[config.mk]
export PLATFORM = sky130hd
export DESIGN_NAME = mux4_rr_arbiter
export DESIGN_NICKNAME = d
export VERILOG_FILES = /design/src/rtl/mux4_rr_arbiter.sv
export SDC_FILE = /design/constraint.sdc
export NUM_CORES = 1
export LEC_CHECK = 0
export BUFFER_PORTS_ARGS = -buffer_cell sky130_fd_sc_hd__buf_4
export CORE_MARGIN = 4
export CORE_UTILIZATION = 30
export DETAILED_ROUTE_END_ITERATION = 12
export GPL_ROUTABILITY_DRIVEN = 0
export SLEW_MARGIN = 10
export SYNTH_ARGS = -nofsm -noshare
export SYNTH_HDL_FRONTEND = slang
export SYNTH_SLANG_ARGS = --single-unit
[constraint.sdc]
create_clock -name clk -period 3.7 [get_ports clk]
set_input_delay 0.74 -clock clk [delete_from_list [all_inputs] [get_ports clk]]
set_output_delay 0.74 -clock clk [all_outputs]
set_load 0.01 [all_outputs]
[src/rtl/mux4_rr_arbiter.sv]
// Four-way round-robin arbiter steering one data bit per requester onto a shared registered path.
// Grant and select register on the arbitration edge; y/valid follow one cycle later.
module mux4_rr_arbiter #(
    parameter int unsigned HOLD_MAX = 4
) (
    input  logic       clk,
    input  logic       rst,
    input  logic [3:0] req,
    input  logic [3:0] din,
    output logic [3:0] gnt,
    output logic       s0,
    output logic       s1,
    output logic       y,
    output logic       valid,
    output logic       busy
);

    typedef enum logic {IDLE, GRANT} state_t;

    localparam logic [3:0] HMAX = 4'(HOLD_MAX);

    state_t     state;
    logic [1:0] ptr;
    logic [3:0] cnt;
    logic [1:0] cur;
    logic [3:0] others;
    logic [2:0] win_all;
    logic [2:0] win_oth;

    // Returns {found, index} of the first set bit of m searching p, p+1, p+2, p+3 (mod 4).
    function automatic logic [2:0] pick(input logic [3:0] m, input logic [1:0] p);
        logic [2:0] r;
        logic [1:0] idx;
        r = 3'b000;
        for (int k = 3; k >= 0; k--) begin
            idx = p + 2'(k);
            if (m[idx]) r = {1'b1, idx};
        end
        return r;
    endfunction

    assign cur  = {s0, s1};
    assign busy = (state == GRANT);

    always_comb begin
        others  = req & ~(4'b0001 << cur);
        win_all = pick(req, ptr);
        // Excluding the holder makes preemption and hand-off share one search.
        win_oth = pick(others, ptr);
    end

    always_ff @(posedge clk) begin
        if (rst) begin
            state <= IDLE;
            gnt   <= 4'b0000;
            s0    <= 1'b0;
            s1    <= 1'b0;
            y     <= 1'b0;
            valid <= 1'b0;
            ptr   <= 2'd0;
            cnt   <= 4'd0;
        end else begin
            if (state == GRANT) begin
                y     <= din[cur];
                valid <= 1'b1;
            end else begin
                valid <= 1'b0;
            end

            case (state)
                IDLE: begin
                    if (win_all[2]) begin
                        state    <= GRANT;
                        gnt      <= 4'b0001 << win_all[1:0];
                        {s0, s1} <= win_all[1:0];
                        ptr      <= win_all[1:0] + 2'd1;
                        cnt      <= 4'd1;
                    end else begin
                        gnt <= 4'b0000;
                    end
                end
                GRANT: begin
                    if (req[cur] && (cnt < HMAX)) begin
                        cnt <= cnt + 4'd1;
                    end else if (win_oth[2]) begin
                        gnt      <= 4'b0001 << win_oth[1:0];
                        {s0, s1} <= win_oth[1:0];
                        ptr      <= win_oth[1:0] + 2'd1;
                        cnt      <= 4'd1;
                    end else if (req[cur]) begin
                        cnt <= 4'd1;
                    end else begin
                        state <= IDLE;
                        gnt   <= 4'b0000;
                        cnt   <= 4'd0;
                    end
                end
                default: state <= IDLE;
            endcase
        end
    end

endmodule

# == Yosys cells after proc, flatten, opt, wreduce, memory -nomap -nowiden ==
# Cells that the tools add are included.
# Widths: inputs -> output; s select.
# word_totals
register_bits,15
input_bits,10
output_inout_bits,9
word_cells,89
# op_classes
add_sub_neg,6
n_lt_le_gt_ge,6
n_eq_ne,4
shift,3
mux,56
n_bitwise,3
reduce_logical,3
# op_table
operator,n
$mux 3,8
$mux 4,6
$mux 1,23
$bmux 1 s2,10
$pmux 4 s2,2
$lt 2x3->1 const B,5
$shl 1x2->4 const A,3
$add 2x1->2 const B,3
$mux 2,3
$pmux 1 s2,3
$add 2x2->2 const B,2
$add 4x1->4 const B,1
$and 4x4->4,1
$lt 4x3->1 const B,1
$ne 2x2->1 const B,2
$not 4->4,1
$pmux 2 s2,1
$ne 3x3->1 const B,1
$reduce_and 3->1,1
$ne 2x1->1 const B,1
$reduce_and 2->1,1
$logic_and 1x1->1,1
$not 1->1,1

# == Longest topological paths before layout ==
# Gate-level depths: netlist of run 1.
# depth
depth_word,13
depth_mapped,8
mapped_depth_nobuf,6

# == Worst setup path before layout of run 1 ==
# No wires, ideal clock.
# synth_timing
kind,in2reg
start,input port req[1]
end,register ptr[1]
setup_time_ns,0.079
arrival_time_ns,2.279
t_required_ns,3.621
path_slack_ns,1.342
cell_stages,7
path_buffers,1
cell_sequence,buf_2 -> mux4_1 -> clkinv_1 -> nor2_1 -> o22a_2 -> or3_1 -> o221ai_2
# synth_via
elab_chain_cells,11
elab_cells_between_ends,38
classes_between,add/sub (2); eq/ne (3); mux (30); bitwise (1); reduce/logical (2)
# synth_lines
item,line_no,text
"start, declared",8,"input logic [3:0] req,"
$and 4x4->4,46,others = req & ~(4'b0001 << cur);
$bmux 1 s2,37,"if (m[idx]) r = {1'b1, idx};"
$mux 1 (not written as such),37,
$mux 3 (4 in series),37,
$add 2x1->2,88,ptr <= win_oth[1:0] + 2'd1;
$mux 2,85,end else if (win_oth[2]) begin
$mux 2,83,if (req[cur] && (cnt < HMAX)) begin
$pmux 2 s2,70,case (state)
"end signal, assigned",76,ptr <= win_all[1:0] + 2'd1;
"end signal, assigned",88,
"end, declared",23,logic [1:0] ptr;
# Several ways; a longest one is shown, not always the timed one. The select of a mux whose other input is x is not followed.
# A chain may end at the register's enable or synchronous reset.

# == Final worst setup path of run 1 ==
# layout_timing
start,register s1
end,register ptr[1]
# layout_via
elab_chain_cells,13
elab_cells_between_ends,25
classes_between,add/sub (1); eq/ne (2); shift (1); mux (17); bitwise (2); reduce/logical (2)
# layout_lines
item,line_no,text
"start, declared",12,"output logic s1,"
"start signal, assigned",75,"{s0, s1} <= win_all[1:0];"
"start signal, assigned",87,"{s0, s1} <= win_oth[1:0];"
$shl 1x2->4,46,
$not 4->4,46,
$and 4x4->4,46,
$bmux 1 s2,37,
$mux 1 (not written as such),37,
$mux 3 (4 in series),37,
$add 2x1->2,88,
$mux 2,85,
$mux 2,83,
$pmux 2 s2,70,
# Several ways; a longest one is shown, not always the timed one. The select of a mux whose other input is x is not followed.

==> results of run 1 <==
## critical path, cell delays in order, from the launching register on
cell	delay, ps
dfxtp_1	690
mux4_1	640
clkinv_1	80
nor2_1	80
o22a_2	290
or3_1	410
o221ai_2	180
## state kept, by name, indices dropped and copies added, names as in the netlist
signal and count:
s0 1, gnt 4, y 1, cnt 4, ptr 2, valid 1
s1 1, busy 1
## report_power, final
group          switching (uW)  leakage (uW)  internal [uW]
Sequential               47.6      0.000124            183
Combinational             148      0.000383            131
Clock                    58.6     0.0000228           76.3
## cells by family after synthesis
group | after synthesis
buffers and inverters | 21
XOR/XNOR | 2
flip-flops | 15
adder cells (fa/ha/maj) | 1
AND/OR/NAND/NOR | 47
multiplexers | 8
AO/OA/AOI/OAI | 44
## cell type report
type | count | area [um2] | area share
Clock buffer | 4 | 45.0 | 0.0340
Inverter | 10 | 37.5 | 0.0283
Multi-Input combinational cell | 102 | 739 | 0.558
Sequential cell | 15 | 300 | 0.227
Tap cell | 48 | 60.1 | 0.0453
Timing Repair Buffer | 19 | 143 | 0.108
## cell usage after synthesis (3+ instances only)
cell     number  share of area
a21oi_1       5          0.022
nand2_1       5          0.016
nor2b_1       3          0.016
buf_2         5          0.022
nand3_1       3          0.013
o22ai_1       3          0.016
and3_1        3          0.016
nor2_1       17          0.055
dfxtp_1      15           0.26
mux2i_1       5          0.043
a31oi_1       4          0.022
inv_1         7          0.023
## path summary, 6_finish.rpt
kind / startpoint / to / slack [ps]
max: s1 / ptr[1] / 1260
max reg2reg: s1 / ptr[1] / 1260
min reg2reg: gnt[1] / gnt[1] / 490
min: gnt[1] / gnt[1] / 490
## metal layers
layer,GRT usage,vias up,share of wire
met3,0.0388,4,0.047
met1,0.157,522,0.46
met5,0,-,0
li1,-,541,-
met4,0.0319,0,0.012
met2,0.205,24,0.49
## cells in the final DEF (no fill, tap or decap), drive strengths merged, types with 2 or more instances in the layout
master / synthesis / layout
nor2: 17 / 17
mux4: 2 / 2
o21a: 2 / 2
a21oi: 7 / 7
or3: 2 / 2
nor2b: 3 / 3
inv: 9 / 9
nand3: 3 / 3
or2: 2 / 2
o21ai: 3 / 3
o221ai: 2 / 2
nand2: 5 / 5
a31o: 2 / 2
dfxtp: 15 / 15
a32oi: 2 / 2
nand2b: 2 / 2
a31oi: 4 / 4
nor4: 2 / 2
buf: 10 / 19
nor3: 2 / 2
mux2i: 5 / 5
xnor2: 2 / 2
clkbuf: 1 / 4
a22oi: 2 / 2
a211oi: 2 / 2
o22ai: 3 / 3
and3: 4 / 4
## through the flow
step / cells / setup WS (ps)
final: 198 / 1260
after global placement: 194 / 1240
after global routing: 198 / 1100
after floorplan: 138 / 1340
after detailed placement: 194 / 1180
after CTS: 198 / 1230
==> flow_summary_export.csv, run 1 <==
group,metric,value,unit
clock_network,clkTransAtPathRegs,60,ps
synth,synth_simple_gate_area_frac,0.212,
die,die_h,69.9,um
final_layout,drive_above_1_share,0.240,
route,drt_wl_total,2.94,mm
die,io_pins,19,
timing,skew,2.41,ps
pwr,p_leak,0.000529,uW
die,die_w,69.9,um
route,drt-initial-drc-count,70,
global_routing,globalRouteOverflowTotal,0,
global_routing,grt_usage,0.124,
worst_setup_path,r2r_cells,6,
synth,synth_seq_area_share,0.261,
final_layout,n_fill_cell,392,
global_routing,grt_max_degree,16,
worst_setup_path,cp.required,3870,ps
synth,synth-compound-area-share,0.302,
route,drc_errors,0,
route,dr.pass1.iters,4,
synth,synth-xor-area-share,0.0217,
pwr,max-vdd-ir-drop,219,uV
worst_setup_path,cp-start-kind,"flip-flop",
run_status,status,"complete, no violations",
synth,synth_edf_count,0,
worst_setup_path,cp_data_arrival_time,2610,ps
global_routing,grt_pass1_vias,1079,
clock_network,cts_resized,0,
clock_network,cts_tree,"done",
global_routing,antenna_found_initial,0,
placement,place_hpwl,2.19,mm
clock_network,cts_buffers,3,
hold_path,hp-class,"flip-flop to flip-flop",
final_layout,areaGrowthSynthToFinish,15.1,%
synth,async_flop_share,0,
synth,syn_nets,149,
timing,final-max-slew-violation-count,0,
synth,synthAdderAreaFrac,0.0109,
synth,synth_seq_cells,15,
synth,synth_top_family_by_area,"compound AO/OA/AOI/OAI gates",
timing,max_slew_margin,0.612,
timing,rsz0062_at_grt,"no",
final_layout,postLayoutCellArea,1330,um2
synth,synth.avg_cell_area,8.34,um2
clock_network,clock_latency,250,ps
final_layout,fin_nets,162,
placement,placed_cell_area,1280,um2
route,wl_per_cell,14.8,um
synth,yosys_most_used_dff,"dfxtp_1",
timing,finalSetupTns,0,ps
clock_network,cts_root_buf,"clkbuf_8",
worst_setup_path,critPathKind,"flip-flop to flip-flop",
final_layout,utilization,0.359,
pwr,power,644,uW
pwr,p_per_area,486,nW/um2
clock_network,hold_buffers,0,
route,vias,1091,
placement,port_buffers,18,
timing,holdWs,487,ps
route,postRouteAntennaNets,0,
die,initial_core_util,0.312,
die,dieArea,4890,um2
route,viasPerCell,5.51,
job,maxCapViolations,0,
worst_setup_path,endpoint_kind,"flip-flop",
synth,synth_cell_type_count,63,
synth,synth_area,1150,um2
synth,synthesis.yosys.warnings,0,
hold_path,hold_depth,2,
worst_setup_path,crit_fanout,14,
timing,setup_viol,0,
clock_network,ctsLongestPathBuffers,2,
final_layout,antennaDiodeCount,0,
timing,tightest_slew,581,ps
die,core-area,3690,um2
synth,muxShareOfSynthArea,0.0957,
global_routing,grt_pass1_wl,5.08,mm
die,rows,22,
clock_network,cts_setup_buffers,0,
timing,final.period_utilization,0.658,
timing,hold_viol,0,
clock_network,h-tree-depth,1,
synth,synthCells,138,
clock_network,cts_sinks,15,
timing,period_minus_slack,2440,ps
timing,fmax,410,MHz
(Power assumes the default switching activity.)
==> run 2, diff against run 1 <==
==> constraint.sdc (replaced) <==
create_clock -name clk -period 2.3 [get_ports clk]
set_input_delay 0.46 -clock clk [delete_from_list [all_inputs] [get_ports clk]]
set_output_delay 0.46 -clock clk [all_outputs]
set_load 0.01 [all_outputs]
==> run 2 against run 1 <==
Non-clock buffer count increased by 5. Combinational power increased by 77%. Clock skew increased by 1.2 ps. First-iteration DRC count decreased by 10%. Worst hold slack about the same. Wire length decreased by 4.3%. Critical path depth unchanged. Sequential power increased by 52%. Total power increased by 63%. Maximum frequency increased by 14%. Cell area increased by 3.2%. Clock-buffer cell count unchanged. Critical path type unchanged.
==> flow_summary_export.csv, run 2 (synthesis gave the netlist of run 1 again) <==
group,metric,value,unit
hold_path,worstHoldStart,"gnt[3]",
global_routing,use_met2,0.194,
pwr,p_leak,0.000556,uW
worst_setup_path,cp.required,2450,ps
final_layout,fin_nets,167,
clock_network,cts_tree,"done",
worst_setup_path,critPathTopFamily,"simple AND/OR/NAND/NOR gates",
timing,tightest_slew,505,ps
job,maxCapViolations,0,
pwr,power,1050,uW
worst_setup_path,crit_fanout,10,
final_layout,drive_above_1_share,0.277,
global_routing,globalRouteOverflowTotal,0,
worst_setup_path,cp_data_arrival_time,2290,ps
final_layout,antennaDiodeCount,0,
final_layout,final_cell_mix,"buf_4 (24), nor2_1 (17), dfxtp_1 (14), inv_1 (7)",
timing,final-max-slew-violation-count,0,
worst_setup_path,endpoint_kind,"flip-flop",
clock_network,cts_setup_buffers,0,
route,viasPerCell,5.48,
final_layout,top_regs,"cnt: 4 flops, gnt: 4 flops, ptr: 2 flops",
worst_setup_path,critPathSlowestCell,"or4_1",
route,wl_per_cell,13.8,um
pwr,p_clk_frac,0.198,
worst_setup_path,crit_chain,"mux2i_2 > a21oi_2 > a22oi_1 > nand3_1 > or4_1 > a311oi_1",
placement,place_hpwl,2.16,mm
clock_network,clock_latency,240,ps
final_layout,utilization,0.371,
global_routing,top_usage_layer,"met2",
clock_network,h-tree-depth,1,
timing,period_minus_slack,2140,ps
global_routing,antenna_found_initial,0,
worst_setup_path,cp-start-kind,"flip-flop",
pwr,p_comb_frac,0.468,
route,drc_errors,0,
route,postRouteAntennaNets,0,
timing,skew,3.57,ps
pwr,power.switching,399,uW
timing,hold_viol,0,
worst_setup_path,path_buf_inv,0,
worst_setup_path,critPathKind,"flip-flop to flip-flop",
pwr,p_int,651,uW
placement,port_buffers,18,
global_routing,grt_usage,0.114,
die,initial_core_util,0.312,
die,die_w,69.9,um
pwr,p_per_area,768,nW/um2
hold_path,hp-class,"flip-flop to flip-flop",
global_routing,grt_pass1_wl,4.70,mm
clock_network,cts_sinks,15,
die,die_h,69.9,um
global_routing,gr-usage-met3,0.0345,
global_routing,grt_pass1_vias,1047,
timing,max_slew_margin,0.663,
timing,rsz0062_at_grt,"no",
final_layout,areaGrowthSynthToFinish,18.8,%
hold_path,hold_depth,2,
timing,fmax,468,MHz
pwr,max-vdd-ir-drop,249,uV
route,vias,1113,
final_layout,final_common_cell,"buf_4",
worst_setup_path,crit_start,"ptr[0]",
clock_network,cts_resized,0,
worst_setup_path,cp.depth,6,
die,dieArea,4890,um2
clock_network,clkTransAtPathRegs,50,ps
timing,setup_viol,0,
global_routing,gr-usage-met1,0.138,
route,drt-initial-drc-count,63,
run_status,status,"complete, no violations",
worst_setup_path,r2r_cells,6,
global_routing,grt_max_degree,16,
route,dr.pass1.iters,4,
worst_setup_path,slowest_delay,540,ps
worst_setup_path,worstReg2RegStart,"ptr[0]",
clock_network,ctsLongestPathBuffers,2,
die,io_pins,19,
die,core-area,3690,um2
clock_network,cts_root_buf,"clkbuf_8",
pwr,p_seq_frac,0.334,
route,drt_wl_total,2.81,mm
timing,final.period_utilization,0.930,
pwr,sw_frac_of_total,0.380,
clock_network,cts_buffers,3,
clock_network,hold_buffers,0,
die,rows,22,
==> run 2: cell count changes in the layout (fill, tap and decap cells not counted), sizes merged <==
cell  previous run  this run
buf             19        24
==> run 2: final timing paths <==
check        slack, ps  endpoint
min reg2reg        490    gnt[3]
min                490    gnt[3]
max reg2reg        160    gnt[0]
max                160    gnt[0]
==> run 2: tightest hold or removal path, cell delays in order (launching register included) <==
cell and delay [ps]:
dfxtp_1 310, nand2_1 50, a31oi_1 70
==> run 2: stage by stage <==
stage               cell area [um2]  worst slack, ps  TNS (ps)  instances  hold WS, ps
floorplan                      1150              222         0        138          488
global placement               1320            -5.60     -5.60        199          482
detailed placement             1320             34.5         0        199          484
CTS                            1360             22.1         0        203          495
global route                   1370             7.70         0        203          512
finish                         1370              162         0        203          487
==> run 2: metal layers <==
metal,routed length (um),vias to the layer above
li1,-,555
met1,1270,515
met2,1370,39
met3,164,4
met4,4,0
met5,0,-
==> run 2: power groups by stage <==
stage                     clock [uW]  combinational, uW  sequential (uW)
after detailed placement           0                485              355
after global routing             225                538              357
final                            208                491              351
after global placement             0                483              356
after floorplan                    0                389              332
after CTS                        220                487              349
==> run 2: final cells by class <==
cell class	instances	area (um2)
clock buffers	4	45.0
repair buffers	24	180
inverters	10	37.5
well taps	48	60.1
fillers	376	2320
multi-input cells	102	743
flip-flops and latches	15	302
